==> src/rtl/parking_gate_controller_if.sv <==
// parking_gate_controller_if: raw lane sensors, occupancy count and the controller's pulse/gate outputs.
interface parking_gate_controller_if;
    logic       entry_a;
    logic       entry_b;
    logic       exit_a;
    logic       exit_b;
    logic [6:0] count;
    logic       inc;
    logic       dec;
    logic       entry_gate_open;
    logic       exit_gate_open;
    logic       full;
    logic       seq_error;
    modport master (
        output entry_a, entry_b, exit_a, exit_b, count,
        input  inc, dec, entry_gate_open, exit_gate_open, full, seq_error
    );
    modport slave (
        input  entry_a, entry_b, exit_a, exit_b, count,
        output inc, dec, entry_gate_open, exit_gate_open, full, seq_error
    );
endinterface

==> src/rtl/parking_gate_controller.sv <==
// parking_gate_controller: debounces two gate lanes, tracks vehicles per lane and drives
// occupancy inc/dec pulses, barrier commands and the lot-full flag.
module parking_gate_controller #(
    parameter int CAPACITY        = 99,
    parameter int DEBOUNCE_CYCLES = 4
) (
    input logic                     clk,
    input logic                     reset,
    parking_gate_controller_if.slave bus
);
    typedef enum logic [1:0] {IDLE, S_A, S_AB, S_B} state_t;
    localparam logic [3:0] DB_LAST = 4'(DEBOUNCE_CYCLES - 1);
    localparam logic [6:0] CAP     = 7'(CAPACITY);
    // sensor bits: 0 entry_a, 1 entry_b, 2 exit_a, 3 exit_b
    logic [3:0] raw, s1, s2, db, db_prev;
    logic [3:0] cnt [4];
    logic [1:0] ab [2];
    logic [1:0] ab_prev [2];
    state_t     state [2];
    state_t     state_next [2];
    logic [1:0] pass, err, pass_q, err_q;
    logic       full_q, entry_gate_q, exit_gate_q, inc_q, dec_q, seq_error_q;
    assign raw        = {bus.exit_b, bus.exit_a, bus.entry_b, bus.entry_a};
    assign ab[0]      = {db[0], db[1]};
    assign ab[1]      = {db[2], db[3]};
    assign ab_prev[0] = {db_prev[0], db_prev[1]};
    assign ab_prev[1] = {db_prev[2], db_prev[3]};
    always_ff @(posedge clk or posedge reset) begin
        if (reset) begin
            s1      <= '0;
            s2      <= '0;
            db      <= '0;
            db_prev <= '0;
            for (int i = 0; i < 4; i++) cnt[i] <= '0;
        end else begin
            s1      <= raw;
            s2      <= s1;
            db_prev <= db;
            for (int i = 0; i < 4; i++)
                if (s2[i] == db[i]) cnt[i] <= '0;
                else if (cnt[i] == DB_LAST) begin
                    cnt[i] <= '0;
                    db[i]  <= s2[i];
                end else cnt[i] <= cnt[i] + 4'd1;
        end
    end
    // IDLE errors fire only on the change into (0,1) so a held bad pattern gives one pulse
    always_comb begin
        for (int l = 0; l < 2; l++) begin
            state_next[l] = state[l];
            pass[l]       = 1'b0;
            err[l]        = 1'b0;
            case (state[l])
                IDLE: begin
                    state_next[l] = ab[l] == 2'b10 ? S_A : IDLE;
                    err[l]        = ab[l] == 2'b01 && ab_prev[l] != 2'b01;
                end
                S_A: begin
                    state_next[l] = ab[l] == 2'b11 ? S_AB : ab[l] == 2'b10 ? S_A : IDLE;
                    err[l]        = ab[l] == 2'b01;
                end
                S_AB: begin
                    state_next[l] = ab[l] == 2'b01 ? S_B : ab[l] == 2'b10 ? S_A :
                                    ab[l] == 2'b00 ? IDLE : S_AB;
                    err[l]        = ab[l] == 2'b00;
                end
                default: begin
                    state_next[l] = ab[l] == 2'b11 ? S_AB : ab[l] == 2'b01 ? S_B : IDLE;
                    pass[l]       = ab[l] == 2'b00;
                    err[l]        = ab[l] == 2'b10;
                end
            endcase
        end
    end
    always_ff @(posedge clk or posedge reset) begin
        if (reset) begin
            state        <= '{IDLE, IDLE};
            pass_q       <= '0;
            err_q        <= '0;
            full_q       <= 1'b0;
            entry_gate_q <= 1'b0;
            exit_gate_q  <= 1'b0;
            inc_q        <= 1'b0;
            dec_q        <= 1'b0;
            seq_error_q  <= 1'b0;
        end else begin
            state        <= state_next;
            pass_q       <= pass;
            err_q        <= err;
            full_q       <= bus.count >= CAP;
            inc_q        <= pass_q[0] & ~pass_q[1];
            dec_q        <= pass_q[1] & ~pass_q[0];
            seq_error_q  <= |err_q;
            // an open entry gate stays open in S_A even if full rises
            entry_gate_q <= state[0] == S_A ? (entry_gate_q | ~full_q) :
                            (state[0] == S_AB || state[0] == S_B);
            exit_gate_q  <= state[1] != IDLE;
        end
    end
    assign bus.inc             = inc_q;
    assign bus.dec             = dec_q;
    assign bus.entry_gate_open = entry_gate_q;
    assign bus.exit_gate_open  = exit_gate_q;
    assign bus.full            = full_q;
    assign bus.seq_error       = seq_error_q;
endmodule
==> src/flat_wrapper.sv <==
// flat-port wrapper written by rule: the top's interface ports become plain ports
module parking_gate_controller_flat 
#(
    parameter int CAPACITY        = 99,
    parameter int DEBOUNCE_CYCLES = 4
)
  (clk, reset, bus_entry_a, bus_entry_b, bus_exit_a, bus_exit_b, bus_count, bus_inc, bus_dec, bus_entry_gate_open, bus_exit_gate_open, bus_full, bus_seq_error);
  parking_gate_controller_if bus_i ();
  input logic clk;
  input logic reset;
  input wire logic [$bits(bus_i.entry_a)-1:0] bus_entry_a;
  input wire logic [$bits(bus_i.entry_b)-1:0] bus_entry_b;
  input wire logic [$bits(bus_i.exit_a)-1:0] bus_exit_a;
  input wire logic [$bits(bus_i.exit_b)-1:0] bus_exit_b;
  input wire logic [$bits(bus_i.count)-1:0] bus_count;
  output wire logic [$bits(bus_i.inc)-1:0] bus_inc;
  output wire logic [$bits(bus_i.dec)-1:0] bus_dec;
  output wire logic [$bits(bus_i.entry_gate_open)-1:0] bus_entry_gate_open;
  output wire logic [$bits(bus_i.exit_gate_open)-1:0] bus_exit_gate_open;
  output wire logic [$bits(bus_i.full)-1:0] bus_full;
  output wire logic [$bits(bus_i.seq_error)-1:0] bus_seq_error;
  assign bus_i.entry_a = bus_entry_a;
  assign bus_i.entry_b = bus_entry_b;
  assign bus_i.exit_a = bus_exit_a;
  assign bus_i.exit_b = bus_exit_b;
  assign bus_i.count = bus_count;
  assign bus_inc = bus_i.inc;
  assign bus_dec = bus_i.dec;
  assign bus_entry_gate_open = bus_i.entry_gate_open;
  assign bus_exit_gate_open = bus_i.exit_gate_open;
  assign bus_full = bus_i.full;
  assign bus_seq_error = bus_i.seq_error;
  parking_gate_controller #(.CAPACITY(CAPACITY), .DEBOUNCE_CYCLES(DEBOUNCE_CYCLES)) u_core (.clk(clk), .reset(reset), .bus(bus_i));
endmodule
==> config.mk <==
export PLATFORM = sky130hd
export DESIGN_NAME = parking_gate_controller_flat
export DESIGN_NICKNAME = d
export VERILOG_FILES = /design/src/rtl/parking_gate_controller_if.sv /design/src/rtl/parking_gate_controller.sv /design/src/flat_wrapper.sv
export SDC_FILE = /design/constraint.sdc
export NUM_CORES = 1
export LEC_CHECK = 0
export ABC_AREA = 0
export BUFFER_PORTS_ARGS = -buffer_cell sky130_fd_sc_hd__buf_4
export CAP_MARGIN = 20
export CORE_MARGIN = 3
export CORE_UTILIZATION = 45
export DETAILED_ROUTE_END_ITERATION = 16
export GPL_TIMING_DRIVEN = 0
export PLACE_DENSITY_LB_ADDON = 0.2
export SYNTH_ARGS = -nofsm -noshare
export SYNTH_HDL_FRONTEND = slang
export SYNTH_SLANG_ARGS = --single-unit
==> constraint.sdc <==
create_clock -name clk -period 3.2 [get_ports clk]
set_input_delay 0.48 -clock clk [delete_from_list [all_inputs] [get_ports clk]]
set_output_delay 0.48 -clock clk [all_outputs]
set_load 0.02 [all_outputs]
==> summary.txt <==
Layout
  – Nets: 201
  – Register area: 1150 um2
  – Finished layout cell area: 2150 um2
  – Diode count: 0
  – Fill cell count: 337
  – Syn-to-layout area delta: 14.6%
  – Footprint of the multi-input gates: 687 um2
  – Share of cells above drive strength 1: 18.5%

Timing
  – Clock Skew: 8.58 ps
  – Tcrit/Tclk final: 47.3%
  – Max transition margin: 38.2%
  – Hold Slack: 289 ps
  – Endpoints failing setup: 0
  – Setup_tns: 0 ps
  – Fin. Hold Viols: 0
  – Crit path time final: 1510 ps
  – Measured slew at the worst slew-check pin: 925 ps
  – F_max: 660 MHz
  – RSZ-0062 raised after global routing: no
  – Pins Over Slew Limit: 0

Worst setup path
  – CP startpoint: u_core.db[2]
  – Worst reg2reg startpoint: u_core.db[2]
  – Critical-path cell list: inv_1 -> ha_1 -> nor2b_2 -> a221oi_1 -> a21oi_1
  – Reg2reg end: u_core.err_q[1]
  – Crit path max-delay cell type: dfrtp_1
  – CP Buf/Inv Count: 1
  – Critical Path End: u_core.err_q[1]
  – Top delay family on crit path: flip-flops
  – Reg2reg setup slack: 1690 ps
  – Worst Path Arrival: 1670 ps
  – Critical path capture point type: register
  – Critical Path RT: 3350 ps
  – CP Launch Type: register
  – Critical path class: reg2reg
  – FF-to-FF path depth: 5
  – Instance count on the critical path: 5
  – Crit-path max FO: 5
  – Slowest stage delay, CP: 450 ps

Placed design
  – Hpwl dp: 2.10 mm
  – GPL Wtd Cong: 0.849
  – Post-DP Area: 2070 um2
  – Port Buffers: 18

Synth
  – Post-Synthesis Net Count: 176
  – Multiplexer share of the synthesized area: 2.80%
  – Complex-gate fraction of the synthesized area: 6.47%
  – Synth Cell Area: 1880 um2
  – Largest family of logic cells by synthesized area: simple AND/OR/NAND/NOR gates
  – Post-synthesis cell count: 148
  – EDFF count, synth: 0
  – Top_reg_cell synth: dfrtp_1
  – Synth Area in Simple Gates: 13.6%
  – Adder-cell share of the synthesized area: 10.0%
  – XOR/XNOR Fraction of Synth Area: 3.74%
  – Register area share after synthesis: 61.4%
  – Synth warnings: 0
  – Syn Area/Cell: 12.7 um2
  – Synth cell types: 28
  – FF+latch count, synth: 46
  – Synth async-reset ratio: 100%

Drt
  – Wirelength per Cell: 13.0 um
  – Drc violations: 0
  – Routed WL: 2.87 mm
  – Via-to-Cell Ratio: 5.16
  – Drt first-iter violations: 39
  – DR vias: 1,140
  – Post-route ant nets: 0
  – Pre-Repair DR Iteration Count: 4

Clock tree
  – Total setup buffers inserted after CTS: 0
  – H-Tree Depth: 2
  – Worst-path clk slew: 80 ps
  – # hold bufs at CTS: 0
  – Post-CTS resize count: 0
  – Clk sinks: 46
  – CTS Buf Count: 5
  – CTS max path bufs: 2
  – Clock root cell: clkbuf_8
  – Worst skew pair latency: 290 ps
  – CTS tree: yes

Die
  – Die Area: 4980 um2
  – IO Count: 19
  – Cell Rows: 22
  – Die Height: 70.6 um
  – Initial core utilization: 49.0%
  – Die span in x: 70.6 um
  – Core Region: 3830 um2

Global route
  – Total grt overflow: 0
  – Tot GR Track Use: 13.3%
  – Vias in the first global route: 1,224
  – First-pass GRT wire length: 5.23 mm
  – Antenna violations before repair: 0
  – Largest net degree at the start of global routing: 47

Worst hold path
  – Hold Path Class: in2reg

Outcome
  – Outcome: complete, no violations

Power
  – Leakage: 1.03 nW
  – Worst vdd ir: 0.000426 V
  – P per Cell Area: 739 nW/um2
  – Total power: 1.59 mW

Flow run
  – # Max-Cap Violations: 0
-- layout make-up --
cell class                      instances  share of cell area (%)
Buffer                                  1                   0.349
Clock buffer                            5                    3.20
Clock inverter                          2                   0.466
Inverter                                8                    1.40
Multi-Input combinational cell         93                    32.0
Sequential cell                        46                    53.6
Tap cell                               48                    2.79
Timing Repair Buffer                   18                    6.29
-- cells in the mapped netlist (2+ instances only) --
library cell,instances,area share [%]
mux2i_1,3,1.6
nand3b_1,4,1.6
nor2b_1,7,2.3
a21oi_1,10,2.7
xnor2_1,4,1.9
xor2_1,4,1.9
nand2b_1,5,1.7
nor3_1,4,1.1
o21ai_0,5,1.3
dfrtp_1,46,61
inv_1,8,1.6
ha_1,15,10
nor2_1,7,1.4
or2_2,2,0.67
nand3_1,4,1.1
nor3b_1,4,1.6
nand2_1,5,1.0
-- layout by cell type (no fill, tap or decap), drive strengths merged, types with 3 or more instances in the layout --
| master | n |
|---|---|
| nor2b | 8 |
| a21oi | 10 |
| nor3b | 4 |
| nor2 | 7 |
| inv | 8 |
| clkbuf | 5 |
| nand2b | 5 |
| mux2i | 3 |
| nand3b | 4 |
| buf | 19 |
| ha | 15 |
| dfrtp | 46 |
| nor3 | 4 |
| xor2 | 4 |
| nand3 | 4 |
| nand2 | 5 |
| xnor2 | 4 |
| o21ai | 5 |
-- per-layer routing --
| metal | up-vias | GRT usage, % | part of all wire [%] |
|---|---|---|---|
| li1 | 547 | - | - |
| met1 | 560 | 15.9 | 43 |
| met2 | 24 | 21.9 | 50 |
| met3 | 9 | 4.26 | 4.4 |
| met4 | 0 | 6.05 | 2.7 |
| met5 | - | 0 | 0 |
-- report_power, final --
group	internal, mW	total [mW]	switching [mW]
combinational	0.215	0.453	0.238
sequential	0.712	0.810	0.0980
clock	0.147	0.324	0.177
total	1.07	1.59	0.513
-- flip-flops by register name, summed over array words and instances (netlist names), 2 cells and up --
| signal | cells |
|---|---|
| u_core.cnt | 16 |
| u_core.db | 4 |
| u_core.state | 4 |
| u_core.err_q | 2 |
| u_core.s1 | 4 |
| u_core.db_prev | 4 |
| u_core.pass_q | 2 |
| u_core.s2 | 4 |
-- how the worst min path moves through the flow --
| stage | startpoint | end | slack, ps | cells past startpoint |
|---|---|---|---|---|
| after global placement | u_core.s1[3] | u_core.s2[3] | 330 | 0 |
| after global routing | bus_exit_b | u_core.s1[3] | 270 | 1 |
| after CTS | bus_exit_b | u_core.s1[3] | 280 | 1 |
| after floorplan | u_core.s1[0] | u_core.s2[0] | 330 | 0 |
| final | bus_exit_b | u_core.s1[3] | 290 | 1 |
| after detailed placement | u_core.s1[3] | u_core.s2[3] | 340 | 0 |
-- kinds of logic after synthesis --
group,count (synthesis)
buf+inv,9
flops,46
xor+xnor,8
fa+ha+maj,15
mux,4
compound gates,21
simple gates,45
-- through the flow --
stage	cells	setup WS, ps	util (%)
after CTS	221	1660	56.2
final	221	1690	56.2
after detailed placement	214	1660	54.1
after global placement	214	1150	54.1
after floorplan	148	1630	-
after global routing	221	1590	56.2
Power figures use the tool's default switching activity.
